## src/rtl/wb_cmd_pkg.sv

```systemverilog
// Opcodes, status bytes and FSM states shared by the byte-serial Wishbone command master.
// Multi-byte protocol fields are sent MSB first.
package wb_cmd_pkg;

    localparam logic [7:0] OP_WRITE = 8'h57;
    localparam logic [7:0] OP_READ  = 8'h52;

    localparam logic [7:0] ST_ACK   = 8'h06;
    localparam logic [7:0] ST_NAK   = 8'h15;
    localparam logic [7:0] ST_BAD   = 8'h3F;

    typedef enum logic [2:0] {
        S_IDLE,
        S_ADDR,
        S_DATA,
        S_BUS,
        S_RESP
    } state_e;

endpackage

```

## src/rtl/wb_cmd_master_if.sv

```systemverilog
// Wishbone classic initiator/responder signal bundle.
// The master modport drives the cycle; the slave modport returns data and ack.
interface wb_cmd_master_if;

    logic        wbm_cyc_o;
    logic        wbm_stb_o;
    logic        wbm_we_o;
    logic [3:0]  wbm_sel_o;
    logic [31:0] wbm_adr_o;
    logic [31:0] wbm_dat_o;
    logic [31:0] wbm_dat_i;
    logic        wbm_ack_i;

    modport master (
        output wbm_cyc_o, wbm_stb_o, wbm_we_o, wbm_sel_o, wbm_adr_o, wbm_dat_o,
        input  wbm_dat_i, wbm_ack_i
    );

    modport slave (
        input  wbm_cyc_o, wbm_stb_o, wbm_we_o, wbm_sel_o, wbm_adr_o, wbm_dat_o,
        output wbm_dat_i, wbm_ack_i
    );

endinterface

```

## src/rtl/wb_cmd_master.sv

```systemverilog
// Byte-stream to Wishbone single-cycle master; cyc rises the cycle after the last command byte, response the cycle after ack/timeout.
// Half-duplex: rx_ready_o drops during BUS/RESP; tx byte held until tx_ready_i; no ack within TIMEOUT cycles returns NAK.
module wb_cmd_master
    import wb_cmd_pkg::*;
#(
    parameter int TIMEOUT = 255
) (
    input  logic       wb_clk_i,
    input  logic       wb_rst_n_i,
    input  logic       rx_valid_i,
    input  logic [7:0] rx_data_i,
    output logic       rx_ready_o,
    output logic       tx_valid_o,
    output logic [7:0] tx_data_o,
    input  logic       tx_ready_i,
    wb_cmd_master_if.master wbm
);

    localparam int TW = $clog2(TIMEOUT + 1);
    localparam logic [TW-1:0] TO_LAST = TW'(TIMEOUT - 1);

    state_e        state_q, state_d;
    logic [1:0]    cnt_q, cnt_d;
    logic          is_wr_q, is_wr_d;
    logic          more_q, more_d;
    logic          cyc_q, cyc_d;
    logic          rx_rdy_q, rx_rdy_d;
    logic          tx_vld_q, tx_vld_d;
    logic [7:0]    tx_dat_q, tx_dat_d;
    logic [31:0]   adr_q, adr_d;
    logic [31:0]   dat_q, dat_d;
    logic [TW-1:0] to_q, to_d;

    logic rx_fire, tx_fire;

    assign rx_fire = rx_valid_i && rx_rdy_q;
    assign tx_fire = tx_vld_q && tx_ready_i;

    always_comb begin
        state_d  = state_q;
        cnt_d    = cnt_q;
        is_wr_d  = is_wr_q;
        more_d   = more_q;
        cyc_d    = cyc_q;
        tx_vld_d = tx_vld_q;
        tx_dat_d = tx_dat_q;
        adr_d    = adr_q;
        dat_d    = dat_q;
        to_d     = to_q;

        case (state_q)
            S_IDLE: begin
                if (rx_fire) begin
                    cnt_d = 2'd0;
                    if (rx_data_i == OP_WRITE || rx_data_i == OP_READ) begin
                        is_wr_d = (rx_data_i == OP_WRITE);
                        state_d = S_ADDR;
                    end else begin
                        state_d  = S_RESP;
                        tx_vld_d = 1'b1;
                        tx_dat_d = ST_BAD;
                        more_d   = 1'b0;
                    end
                end
            end
            S_ADDR: begin
                if (rx_fire) begin
                    adr_d = {adr_q[23:0], rx_data_i};
                    cnt_d = cnt_q + 2'd1;
                    if (cnt_q == 2'd3) begin
                        if (is_wr_q) begin
                            state_d = S_DATA;
                        end else begin
                            state_d = S_BUS;
                            cyc_d   = 1'b1;
                            to_d    = '0;
                        end
                    end
                end
            end
            S_DATA: begin
                if (rx_fire) begin
                    dat_d = {dat_q[23:0], rx_data_i};
                    cnt_d = cnt_q + 2'd1;
                    if (cnt_q == 2'd3) begin
                        state_d = S_BUS;
                        cyc_d   = 1'b1;
                        to_d    = '0;
                    end
                end
            end
            S_BUS: begin
                // Ack is tested before expiry so a late ack on the last cycle still succeeds.
                if (wbm.wbm_ack_i) begin
                    state_d  = S_RESP;
                    cyc_d    = 1'b0;
                    tx_vld_d = 1'b1;
                    tx_dat_d = ST_ACK;
                    more_d   = !is_wr_q;
                    cnt_d    = 2'd0;
                    if (!is_wr_q) begin
                        dat_d = wbm.wbm_dat_i;
                    end
                end else if (to_q == TO_LAST) begin
                    state_d  = S_RESP;
                    cyc_d    = 1'b0;
                    tx_vld_d = 1'b1;
                    tx_dat_d = ST_NAK;
                    more_d   = 1'b0;
                end else begin
                    to_d = to_q + 1'b1;
                end
            end
            S_RESP: begin
                if (tx_fire) begin
                    if (more_q) begin
                        tx_dat_d = dat_q[31:24];
                        dat_d    = {dat_q[23:0], 8'h00};
                        cnt_d    = cnt_q + 2'd1;
                        if (cnt_q == 2'd3) begin
                            more_d = 1'b0;
                        end
                    end else begin
                        tx_vld_d = 1'b0;
                        state_d  = S_IDLE;
                    end
                end
            end
            default: state_d = S_IDLE;
        endcase

        rx_rdy_d = (state_d == S_IDLE) || (state_d == S_ADDR) || (state_d == S_DATA);
    end

    always_ff @(posedge wb_clk_i or negedge wb_rst_n_i) begin
        if (!wb_rst_n_i) begin
            state_q  <= S_IDLE;
            cnt_q    <= 2'd0;
            is_wr_q  <= 1'b0;
            more_q   <= 1'b0;
            cyc_q    <= 1'b0;
            rx_rdy_q <= 1'b0;
            tx_vld_q <= 1'b0;
            tx_dat_q <= 8'h00;
            adr_q    <= 32'h0;
            dat_q    <= 32'h0;
            to_q     <= '0;
        end else begin
            state_q  <= state_d;
            cnt_q    <= cnt_d;
            is_wr_q  <= is_wr_d;
            more_q   <= more_d;
            cyc_q    <= cyc_d;
            rx_rdy_q <= rx_rdy_d;
            tx_vld_q <= tx_vld_d;
            tx_dat_q <= tx_dat_d;
            adr_q    <= adr_d;
            dat_q    <= dat_d;
            to_q     <= to_d;
        end
    end

    assign rx_ready_o    = rx_rdy_q;
    assign tx_valid_o    = tx_vld_q;
    assign tx_data_o     = tx_dat_q;
    assign wbm.wbm_cyc_o = cyc_q;
    assign wbm.wbm_stb_o = cyc_q;
    assign wbm.wbm_we_o  = cyc_q & is_wr_q;
    assign wbm.wbm_sel_o = {4{cyc_q}};
    assign wbm.wbm_adr_o = adr_q;
    assign wbm.wbm_dat_o = dat_q;

endmodule
```

## src/flat_wrapper.sv

```systemverilog
// flat-port wrapper written by rule: the top's interface ports become plain ports
module wb_cmd_master_flat import wb_cmd_pkg::*;
#(
    parameter int TIMEOUT = 255
)
  (wb_clk_i, wb_rst_n_i, rx_valid_i, rx_data_i, rx_ready_o, tx_valid_o, tx_data_o, tx_ready_i, wbm_wbm_cyc_o, wbm_wbm_stb_o, wbm_wbm_we_o, wbm_wbm_sel_o, wbm_wbm_adr_o, wbm_wbm_dat_o, wbm_wbm_dat_i, wbm_wbm_ack_i);
  wb_cmd_master_if wbm_i ();
  input  logic wb_clk_i;
  input  logic wb_rst_n_i;
  input  logic rx_valid_i;
  input  logic [7:0] rx_data_i;
  output logic rx_ready_o;
  output logic tx_valid_o;
  output logic [7:0] tx_data_o;
  input  logic tx_ready_i;
  output wire logic [$bits(wbm_i.wbm_cyc_o)-1:0] wbm_wbm_cyc_o;
  output wire logic [$bits(wbm_i.wbm_stb_o)-1:0] wbm_wbm_stb_o;
  output wire logic [$bits(wbm_i.wbm_we_o)-1:0] wbm_wbm_we_o;
  output wire logic [$bits(wbm_i.wbm_sel_o)-1:0] wbm_wbm_sel_o;
  output wire logic [$bits(wbm_i.wbm_adr_o)-1:0] wbm_wbm_adr_o;
  output wire logic [$bits(wbm_i.wbm_dat_o)-1:0] wbm_wbm_dat_o;
  input wire logic [$bits(wbm_i.wbm_dat_i)-1:0] wbm_wbm_dat_i;
  input wire logic [$bits(wbm_i.wbm_ack_i)-1:0] wbm_wbm_ack_i;
  assign wbm_wbm_cyc_o = wbm_i.wbm_cyc_o;
  assign wbm_wbm_stb_o = wbm_i.wbm_stb_o;
  assign wbm_wbm_we_o = wbm_i.wbm_we_o;
  assign wbm_wbm_sel_o = wbm_i.wbm_sel_o;
  assign wbm_wbm_adr_o = wbm_i.wbm_adr_o;
  assign wbm_wbm_dat_o = wbm_i.wbm_dat_o;
  assign wbm_i.wbm_dat_i = wbm_wbm_dat_i;
  assign wbm_i.wbm_ack_i = wbm_wbm_ack_i;
  wb_cmd_master #(.TIMEOUT(TIMEOUT)) u_core (.wb_clk_i(wb_clk_i), .wb_rst_n_i(wb_rst_n_i), .rx_valid_i(rx_valid_i), .rx_data_i(rx_data_i), .rx_ready_o(rx_ready_o), .tx_valid_o(tx_valid_o), .tx_data_o(tx_data_o), .tx_ready_i(tx_ready_i), .wbm(wbm_i));
endmodule
```

## config.mk

```make
export PLATFORM = sky130hd
export DESIGN_NAME = wb_cmd_master_flat
export DESIGN_NICKNAME = d
export VERILOG_FILES = /design/src/rtl/wb_cmd_pkg.sv /design/src/rtl/wb_cmd_master_if.sv /design/src/rtl/wb_cmd_master.sv /design/src/flat_wrapper.sv
export SDC_FILE = /design/constraint.sdc
export NUM_CORES = 1
export LEC_CHECK = 0
export BUFFER_PORTS_ARGS = -buffer_cell sky130_fd_sc_hd__buf_2
export CAP_MARGIN = 20
export CORE_MARGIN = 10
export CORE_UTILIZATION = 50
export CTS_BUF_LIST = sky130_fd_sc_hd__clkbuf_4 sky130_fd_sc_hd__clkbuf_8
export DETAILED_ROUTE_END_ITERATION = 10
export GPL_TIMING_DRIVEN = 0
export MAX_ROUTING_LAYER = met4
export PLACE_DENSITY = 0.77
export SKIP_CTS_REPAIR_TIMING = 1
export SLEW_MARGIN = 20
export SYNTH_ARGS = -nofsm -noshare
export SYNTH_HDL_FRONTEND = slang
export SYNTH_SLANG_ARGS = --single-unit
```

## constraint.sdc

```tcl
create_clock -name wb_clk_i -period 3.1 [get_ports wb_clk_i]
set_clock_uncertainty 0.2 [all_clocks]
set_input_delay 0.155 -clock wb_clk_i [delete_from_list [all_inputs] [get_ports wb_clk_i]]
set_output_delay 0.155 -clock wb_clk_i [all_outputs]
set_load 0.005 [all_outputs]
```

## After elaboration in Yosys (flattened, before gate mapping)

Index checks and enable logic that the tools add are counted.

| operators by class | value |
|---|---|
| bitwise operators | 1 |
| reductions and logical operators | 22 |
| equality and inequality tests | 26 |
| $add $sub $neg | 2 |
| mux-type cells | 61 |

Operator list:

| cell | count |
|---|---|
| $mux 32 | 5 |
| $mux 8 | 13 |
| $pmux 32 s3 | 1 |
| $pmux 8 s3 | 2 |
| $mux 3 | 10 |
| $reduce_and 6->1 | 4 |
| $mux 1 | 20 |
| $eq 8x7->1 const B | 2 |
| $ne 2x1->1 const B | 8 |
| $pmux 3 s5 | 1 |
| $ne 2x2->1 const B | 7 |
| $mux 2 | 5 |
| $eq 3x2->1 const B | 3 |
| $pmux 1 s3 | 3 |
| $reduce_bool 3->1 | 3 |
| $add 8x1->8 const B | 1 |
| $eq 8x8->1 const B | 1 |
| $pmux 2 s4 | 1 |
| $reduce_and 8->1 | 1 |
| $reduce_and 7->1 | 1 |
| $eq 3x1->1 const B | 2 |
| $logic_not 3->1 | 2 |
| $reduce_and 5->1 | 1 |
| $reduce_bool 4->1 | 1 |
| 11 further kinds | 14 |

| storage, ports and cells | value |
|---|---|
| bits in registers | 90 |
| word-level logic and storage cells | 123 |

## Depth between registers and ports, before layout

Gate-level depths: netlist of run 1.

| depth | value |
|---|---|
| depth in word-level cells | 8 |
| depth in mapped cells | 7 |
| depth with buffers taken out | 6 |

## Worst setup path after synthesis of run 1

Ideal clock, no wire load.

| path | value |
|---|---|
| path kind | reg-to-reg |
| start | reg u_core.state_q[1] |
| end | reg u_core.dat_q[10] (netlist: u_core.wbm.wbm_dat_o[10]) |
| period minus slack after synthesis | 1.966 ns |
| setup slack | 1.134 ns |
| stages on the path, launching flop included | 6 |
| required time | 2.775 ns |
| arrival time | 1.642 ns |
| cell sequence | dfrtp_1 > or3b_1 > buf_2 > a21boi_4 > buf_6 > mux2_2 |

| on the way | value |
|---|---|
| word-level cells in the longest chain between the ends | 3 |
| elaborated cells between the ends (all ways) | 11 |
| those cells by class | 8 x eq/ne; 1 x mux; 2 x reduce/logical |

RTL lines:

| item | RTL line | source |
|---|---|---|
| start: declaration | wb_cmd_master.sv:22 | `state_e state_q, state_d;` |
| start signal: assignment | wb_cmd_master.sv:149 | `state_q <= state_d;` |
| $eq 3x2->1 or $eq 3x3->1 (tied branches) | wb_cmd_master.sv:51 | `case (state_q)` |
| $ne 2x2->1 (no line) (tied with other cells) | -- |  |
| $reduce_and 6->1 (no line) | -- |  |
| end signal: assignment | wb_cmd_master.sv:158 | `dat_q <= dat_d;` |
| end: declaration | wb_cmd_master.sv:31 | `logic [31:0] dat_q, dat_d;` |

Parallel ways exist; a longest one is shown, timed or not.
A chain may end at the register's enable or synchronous reset.

## Worst setup path after layout of run 1

| path | value |
|---|---|
| start | reg u_core.state_q[1] |
| end | reg u_core.dat_q[1] (netlist: u_core.wbm.wbm_dat_o[1]) |

Same word-level chain as after synthesis.

==> metrics.txt, run 1 <==
post-layout min period 2150 ps; die extent in y 114 µm; slowest stage cell on the critical path dfrtp_1; Post-synth EDFFs 0; gpl congestion 0.865; buffers and inverters on the worst path 2; slowest cell delay on critical path 440 ps; cells after synthesis 385; worst-path maximum fanout 10; clock slew at reported path FFs 90 ps; CP Capture Type flip-flop; Initial Util 51.1%; syn avg cell area 11.5 µm²; Worst Tran Pin Value 665 ps; vias per inst 5.36; most area-hungry cell type in the Yosys netlist dfrtp_1; RSZ-0062 raised after global routing no; slew margin rel. 55.5%; ANT nets after route 0; P&R area growth vs syn 31.9%; # rows 34; share of the synthesized area in the top cell type 51.1%; die area 13000 µm²; Clock Sinks 90; WL per Instance 17.9 µm; via count 3631; Arr. time, crit path 2200 ps; TritonCTS Buffers 9; Post-route DRC 0; Slew Viols, Final 0; kind of cell adding the most delay to the critical path flip-flops; Static Leak 3.10 nW; synthesized cell area 4410 µm²; final hold viol count 0; Die Width 114 µm; YS warnings 0; Worst-Skew Late Latency 360 ps; pin count of the biggest net entering global routing 58; TritonCTS clock tree done; Seq pwr share 42.8%; H-tree Lvls 3; critical path class reg2reg; crit start category flip-flop; Logic pwr share 36.8%; Sw Share 34.5%; top_reg_cell synth dfrtp_1; register area share after synthesis 51.1%; crit share post-route 69.3%; most common cell in the netlist dfrtp_1; top cells by count, synth 90 x dfrtp_1, 84 x nand2_1, 63 x mux2_2; global-route wire length before repair 18.3 mm; iteration-0 DRC count of the detailed router 154; Internal 0.00250 W; fmax 0.465 GHz; drt total wl 12.2 mm; Ports 126; # Max-Cap Violations 0; setup violators final 0; Fill cells 645; flops & latches, synth 90; DRT Pass-1 Iters 4; CP cell instances or3b_1, buf_2, a21boi_4, buf_6, mux2_2; status complete, no violations; Clock Tree Root clkbuf_8; Pwr Density 656 nW/µm²; post-DP HPWL 8.66 mm; antenna violations before repair 1; worst hold margin 14.6 ps; port bufs 125; share of synthesized flip-flops with an asynchronous set or reset 100%; gr ovfl total 0; all-layer global routing usage 17.8%; Setup TNS 0 ps; Final nets 612; core area 8640 µm²; number of global-route vias before repair 3645; power share of the clock group 20.5%; Post-Syn Nets 433; VDD IR-drop max 396 µV; share of post-route cells with drive strength above 1 41.8%; Critical Path RT 3150 ps; Longest Clk Path Bufs 2; Unique masters post-synth 51; Synth area leaders dfrtp_1 51%, mux2_2 16%, nand2_1 7.1%; Psw 0.00132 W; Min-Delay Path Class in2reg
final cells by class:
| class | instances | area (µm²) | share of cell area (%) |
|---|---|---|---|
| flip-flops and latches | 90 | 2250 | 38.7 |
| multi-input cells | 263 | 1970 | 33.8 |
| repair buffers | 168 | 1080 | 18.5 |
| plain buffers | 21 | 151 | 2.60 |
| well taps | 108 | 135 | 2.32 |
| clock buffers | 9 | 124 | 2.13 |
| clock inverters | 7 | 67.6 | 1.16 |
| inverters | 11 | 41.3 | 0.710 |
| diodes | 1 | 2.50 | 0.0430 |
cell families after synthesis:
family          count (synthesis)  share of synthesized area, %
simple gates                  129                          14.3
xor+xnor                        6                          1.19
mux                            72                          18.5
flops                          90                          51.1
fa+ha+maj                       3                         0.851
buf+inv                        32                          4.37
compound gates                 53                          9.76
power by group through the flow:
stage | registers (W) | clock network (W) | logic (W)
final | 0.00163 | 0.000781 | 0.00140
after global routing | 0.00167 | 0.000855 | 0.00155
after floorplan | 0.00162 | 0 | 0.000866
after global placement | 0.00163 | 0 | 0.00131
after detailed placement | 0.00165 | 0 | 0.00135
after CTS | 0.00162 | 0.000794 | 0.00136
cell usage in the layout, fill, tap and decap left out, drive strengths merged, types with 5 or more instances in the layout:
cell,n
a21oi,8
a22o,12
buf,144
clkbuf,12
dfrtp,90
dlygate4sd3,42
inv,16
mux2,67
mux2i,5
nand2,84
nand3,8
nor2,6
o211ai,5
o21ai,9
flip-flops by register name, summed over array words and instances (netlist names):
name and count:
u_core.to_q 8, u_core.wbm.wbm_dat_o 32, u_core.state_q 3, u_core.wbm.wbm_adr_o 32, u_core.tx_data_o 8, u_core.more_q 1, u_core.wbm.wbm_cyc_o 1, u_core.cnt_q 2
u_core.rx_ready_o 1, u_core.tx_valid_o 1, u_core.is_wr_q 1
worst register-to-register path: stages, from the launching register on:
cell,delay [ps]
dfrtp_1,440
or3b_1,380
buf_2,200
a21boi_4,270
buf_6,200
mux2_2,350
worst paths after layout:
kind / cells past startpoint / slack (ps) / to / start
max in group asynchronous: 3 / 2010 / u_core.wbm.wbm_adr_o[11] / wb_rst_n_i
hold reg to reg: 1 / 310 / u_core.wbm.wbm_adr_o[25] / u_core.wbm.wbm_adr_o[25]
min in group asynchronous: 2 / 80 / u_core.tx_data_o[0] / wb_rst_n_i
setup / recovery: 5 / 950 / u_core.wbm.wbm_dat_o[1] / u_core.state_q[1]
setup reg to reg: 5 / 950 / u_core.wbm.wbm_dat_o[1] / u_core.state_q[1]
hold / removal: 3 / 10 / u_core.more_q / wbm_wbm_ack_i
metrics by stage:
stage,cell area (µm²),setup WS [ps],util (%),std cells,power [W]
final,5820,952,67.3,678,0.00381
after global routing,5820,840,67.3,678,0.00407
after CTS,5390,943,62.4,635,0.00378
after detailed placement,5200,954,60.2,619,0.00300
after global placement,5170,898,59.9,618,0.00294
after floorplan,4410,1130,-,385,0.00249
metal layers:
metal	vias up	routed length, µm	GRT usage, %
met5	-	0	-
met2	125	6050	27.3
met4	0	263	6.35
met3	26	669	3.78
met1	1765	5170	22.9
li1	1715	-	-
Power figures use the tool's default switching activity.
==> run 2: changes to the inputs <==
Settings changed: ABC_AREA from default to 1, CORE_UTILIZATION 50 to 49, PLACE_DENSITY 0.77 to 0.79.
Clock period 3.1 ns to 1.8 ns, I/O delays scaled along.
==> metrics.txt, run 2 <==
gpl congestion 0.870 (+0.59%); worst r2r src u_core.state_q[0]; synthesized cell area 4420 µm² (+0.28%); Final nets 765 (+25%); core area 8760 µm² (+1.5%); cells after synthesis 514 (+34%); post-DP HPWL 9.30 mm (+7.4%); drt total wl 15.7 mm (+29%); buffers and inverters on the worst path 3 (+1); TritonCTS clock tree done; H-tree Lvls 3 (unchanged); P&R area growth vs syn 45.7%; die area 13200 µm² (+1.9%); TritonCTS Buffers 9 (unchanged); Stages on worst setup path 10 (+5); top cells by count, synth 191 x nand2_1, 90 x dfrtp_1, 46 x o21ai_0; failing checks negative hold slack, negative setup slack; Worst-Skew Late Latency 370 ps (about the same); most common cell after layout, fill and taps aside nand2_1; Arr. time, crit path 1940 ps (-260 ps); flops & latches, synth 90 (unchanged); slowest cell delay on critical path 490 ps (+50 ps); Critical Path RT 1860 ps (-1290 ps); final hold viol count 1 (+1); top_reg_cell synth dfrtp_1; non-filler instance count after layout 832 (+23%); crit start category flip-flop; critical path class reg2reg; VDD IR-drop max 804 µV (+100%); Post-synth EDFFs 0 (unchanged); post-synthesis xor/xnor area fraction 0.990% (-0.20 points); Post-Syn Nets 562 (+30%); fmax 0.534 GHz (+15%); kind of cell adding the most delay to the critical path simple AND/OR/NAND/NOR gates; Unique masters post-synth 29 (-43%); setup ws final -73.9 ps (-1030 ps); DRT Pass-1 Iters 5 (+1); share of synthesized flip-flops with an asynchronous set or reset 100% (unchanged); status complete, but fails checks; Synth area leaders dfrtp_1 51%, nand2_1 16%, mux2i_1 5.4%; post-synthesis compound-gate area fraction 9.65% (-0.11 points); worst hold margin -0.305 ps (-14.9 ps); iteration-0 DRC count of the detailed router 340 (+120%); Initial Util 50.5% (-0.60 points); Synth Area in Adders 0.849% (-0.0024 points); CP Capture Type flip-flop; YS warnings 0 (unchanged); R2R setup slack -70 ps (-1030 ps); Min-Delay Path Class in2async; antenna violations before repair 1 (unchanged); Pwr Density 1550 nW/µm² (+140%); most area-hungry cell type in the Yosys netlist dfrtp_1; share of post-route cells with drive strength above 1 37.7% (-4.2 points); Die Width 115 µm (+0.95%); most common cell in the netlist nand2_1; Post-route DRC 0 (unchanged); syn avg cell area 8.61 µm² (-25%); Worst Tran Pin Value 487 ps (-178 ps); post-layout util 73.5% (+6.2 points); clock slew at reported path FFs 100 ps (about the same); most frequent cells in the layout 168 x nand2_1, 130 x buf_2, 88 x dfrtp_1; Clock Sinks 90 (unchanged); gr ovfl total 0 (unchanged); Setup TNS -1090 ps (-1090 ps); vias per inst 5.54 (+3.4%); pin count of the biggest net entering global routing 56 (-3.4%); setup violators final 31 (+31); crit share post-route 104% (+35 points); DP Worst Slack -293 ps (-1250 ps); R2R depth 10 (+5); port bufs 125 (unchanged); Post-Place Cells 748 (+21%); Longest Clk Path Bufs 2 (unchanged); WL per Instance 18.9 µm (+5.5%); ANT nets after route 0 (unchanged); CP cell instances inv_2, nand2_4, nor2_8, o21ai_4, nor2_4, nand2_4, buf_8, buf_8, nand2_1, nand2_1; slew margin rel. 67.5% (+12 points); post-layout min period 1870 ps (-274 ps); via count 4609 (+27%); Simple-Gate Fraction of Synth Area 25.3% (+11 points); register area share after synthesis 50.9% (-0.14 points); Critical Path End u_core.wbm.wbm_dat_o[0]; Ports 126 (unchanged); Static Leak 3.29 nW (+6.1%); # rows 34 (unchanged); die extent in y 115 µm (+0.95%); CP startpoint u_core.state_q[0]; Clock Tree Root clkbuf_8; all-layer global routing usage 18.5% (+0.72 points); post-synthesis mux area share 5.43% (-13 points); RSZ-0062 raised after global routing yes; share of the synthesized area in the top cell type 50.9% (-0.14 points); number of global-route vias before repair 4167 (+14%); slowest stage cell on the critical path dfrtp_2; # Max-Cap Violations 0 (unchanged); Slew Viols, Final 0 (unchanged); reg2reg end u_core.wbm.wbm_dat_o[0]; global-route wire length before repair 19.7 mm (+7.8%); largest family of logic cells by synthesized area simple AND/OR/NAND/NOR gates; worst-path maximum fanout 10 (unchanged)
## run 2: cell count changes in the layout (fill, tap and decap cells not counted), sizes merged, moves of 5 or more
cell   before  now
nand4       4    9
nand3       8   29
a21oi       8    3
nor2        6   28
inv        16   37
a22o       12    0
mux2       67    0
o21ai       9   62
mux2i       5   24
buf       144  170
nand2      84  195
## run 2: final cells by class
cell class	count	area, µm²
fill	571	2320
sequential	90	2250
multi-input combinational	365	2110
timing repair buffer	193	1300
buffer	24	236
clock inverter	7	146
inverter	34	135
tap	108	135
clock buffer	9	124
antenna	2	5.00
## run 2: worst min path at each step
stage / from / depth (start not counted) / slack (ps) / to
after floorplan: wb_rst_n_i / 0 / -410 / u_core.cnt_q[0]
after global placement: rx_data_i[4] / 3 / 190 / u_core.wbm.wbm_adr_o[4]
after detailed placement: wb_rst_n_i / 1 / -110 / u_core.wbm.wbm_adr_o[21]
after CTS: wb_rst_n_i / 1 / -510 / u_core.wbm.wbm_adr_o[21]
after global routing: rx_data_i[5] / 6 / 30 / u_core.is_wr_q
final: wb_rst_n_i / 2 / -0.3 / u_core.wbm.wbm_adr_o[22]
## run 2: per-stage QoR
stage / cell area (µm²) / hold WS [ps] / total power [W]
floorplan: 4420 / -406 / 0.00549
global placement: 5180 / 190 / 0.00689
detailed placement: 5210 / -113 / 0.00706
CTS: 5480 / -515 / 0.00890
global route: 6440 / 27.6 / 0.0106
finish: 6440 / -0.305 / 0.0100
## run 2: report_power, final
group	switching (W)	leakage (nW)	internal (W)
Clock	0.000824	0.135	0.00108
Combinational	0.00249	1.99	0.00207
Sequential	0.000721	1.17	0.00281
Total	0.00404	3.29	0.00596
## run 2: logic make-up (layout without fill, tap and decap cells)
logic type	after synthesis	after routing
fa+ha+maj	3	3
xor+xnor	5	5
simple gates	264	264
compound gates	69	69
flops	90	90
buf+inv	59	267
other cells	0	2
mux	24	24
## run 2: layer usage
metal,vias up,track usage [%],part of all wire [%]
li1,2074,-,-
met1,2232,22.4,36
met2,254,29.9,53
met3,49,3.02,7.3
met4,0,8.09,3.3
met5,-,-,0
==> run 3: changes to the inputs <==
Clock period 1.8 ns to 1.7 ns, I/O delays scaled along.
==> metrics.txt, run 3 (same netlist as run 2, synthesis figures left out) <==
final std cell area, no fill 6560 µm² (+1.8%); Die Width 115 µm (unchanged); share of post-route cells with drive strength above 1 39.6% (+1.9 points); pin count of the biggest net entering global routing 57 (+1.8%); Initial Util 50.5% (unchanged); RSZ-0062 raised after global routing yes; setup violators final 58 (+87%); PnR Total Power 0.0104 W (+4.0%); setup ws final -289 ps (-215 ps); all-layer global routing usage 19.0% (+0.46 points); kind of cell adding the most delay to the critical path simple AND/OR/NAND/NOR gates; via count 4751 (+3.1%); most frequent cells in the layout 165 x nand2_1, 127 x buf_2, 88 x dfrtp_1; die extent in y 115 µm (unchanged); core area 8760 µm² (unchanged); P&R area growth vs syn 48.3%; slowest stage cell on the critical path dfrtp_2; most used cell along the critical path nand2_4; most common cell after layout, fill and taps aside nand2_1; non-filler instance count after layout 844 (+1.4%); vias per inst 5.63 (+1.6%); critical path class reg2reg; CP cell instances nand2_4, nor2_4, nand2_4, o21ai_4, nor2_4, nand2_4, buf_12, clkbuf_16, nand2_4, o21ai_1; Worst Tran Pin Value 475 ps (-11.5 ps); Clock Sinks 90 (unchanged); TritonCTS clock tree done; WL per Instance 19.5 µm (+3.0%); gr ovfl total 0 (unchanged); post-DP HPWL 9.40 mm (+1.1%); crit start category flip-flop; Longest Clk Path Bufs 2 (unchanged); status complete, but fails checks; Min-Delay Path Class in2reg; worst-path maximum fanout 7 (-3); Critical Path RT 1790 ps (-70 ps); slew margin rel. 68.3% (+0.77 points); CP Capture Type flip-flop; die area 13200 µm² (unchanged); antenna violations before repair 3 (+2); TritonCTS Buffers 9 (unchanged); Static Leak 3.34 nW (+1.5%); Post-Place Cells 748 (unchanged); number of global-route vias before repair 4004 (-3.9%); drt total wl 16.4 mm (+4.5%); failing checks negative hold slack, negative setup slack; global-route wire length before repair 19.7 mm (about the same); Post-route DRC 0 (unchanged); VDD IR-drop max 859 µV (+6.8%); port bufs 125 (unchanged); Slew Viols, Final 0 (unchanged); Arr. time, crit path 2080 ps (+140 ps); buffers and inverters on the worst path 2 (-1); crit share post-route 117% (+13 points); Final nets 775 (+1.3%); iteration-0 DRC count of the detailed router 442 (+30%); ANT nets after route 0 (unchanged); slowest cell delay on critical path 500 ps (about the same); Clock Tree Root clkbuf_8; # rows 34 (unchanged); Worst-Skew Late Latency 380 ps (about the same); # Max-Cap Violations 0 (unchanged); Ports 126 (unchanged); post-layout min period 1990 ps (+115 ps); Placed Area 5220 µm² (+0.19%); final hold viol count 16 (+15); H-tree Lvls 3 (unchanged); Pwr Density 1590 nW/µm² (+2.2%); clock slew at reported path FFs 110 ps (about the same); fmax 0.503 GHz (-5.8%); worst hold margin -79.7 ps (-79.4 ps); gpl congestion 0.866 (-0.39%); DRT Pass-1 Iters 7 (+2)
## run 3: cell types whose count changed in the layout (fill, tap and decap cells not counted), sizes merged
cell and change:
bufinv -4, clkinv +1, clkbuf -2, inv +2, buf +12, diode +2
clkinvlp +1
## run 3: metal layers
metal	up-vias	GRT usage, %	routed length, µm
li1	2089	-	-
met2	292	30.1	8420
met1	2274	23.6	5760
met4	0	7.76	941
met5	-	-	0
met3	96	3.13	1320
## run 3: power by group
group / switching (W) / leakage, nW / internal, W
Sequential: 0.000786 / 1.17 / 0.00298
Combinational: 0.00278 / 2.08 / 0.00240
Clock: 0.000902 / 0.0930 / 0.000561
## run 3: cell type report
| cell class | count | area, µm² |
|---|---|---|
| fill | 555 | 2200 |
| clock inverter | 7 | 58.8 |
| buffer | 25 | 269 |
| timing repair buffer | 202 | 1430 |
| clock buffer | 9 | 124 |
| sequential | 90 | 2250 |
| tap | 108 | 135 |
| inverter | 34 | 140 |
| multi-input combinational | 365 | 2140 |
| antenna | 4 | 10.0 |
## run 3: worst register-to-register path: stages, from the launching register on
cell	delay, ps
dfrtp_2	500
nand2_4	90
nor2_4	230
nand2_4	100
o21ai_4	100
nor2_4	90
nand2_4	100
buf_12	150
clkbuf_16	170
nand2_4	40
o21ai_1	130
## run 3: path summary, 6_finish.rpt
check	startpoint	to	slack, ps	cells after the start
max reg2reg	u_core.state_q[0]	u_core.wbm.wbm_dat_o[17]	-290	10
min	rx_data_i[1]	u_core.wbm.wbm_dat_o[1]	-80	5
max in group asynchronous	wb_rst_n_i	u_core.wbm.wbm_dat_o[10]	660	3
max	u_core.state_q[0]	u_core.wbm.wbm_dat_o[17]	-290	10
min in group asynchronous	wb_rst_n_i	u_core.wbm.wbm_adr_o[22]	-20	2
min reg2reg	u_core.wbm.wbm_adr_o[27]	u_core.wbm.wbm_adr_o[27]	280	2
## run 3: metrics by stage
step                      setup TNS [ps]  util (%)  hold WS (ps)  setup slack (ps)
after CTS                         -21520      61.7          -538              -389
final                              -7950      74.8         -79.7              -289
after floorplan                     -687         -          -411             -35.4
after detailed placement          -19860      59.6          -122              -368
after global routing              -11320      74.8         -9.91              -330
after global placement            -52620      59.3           186              -411
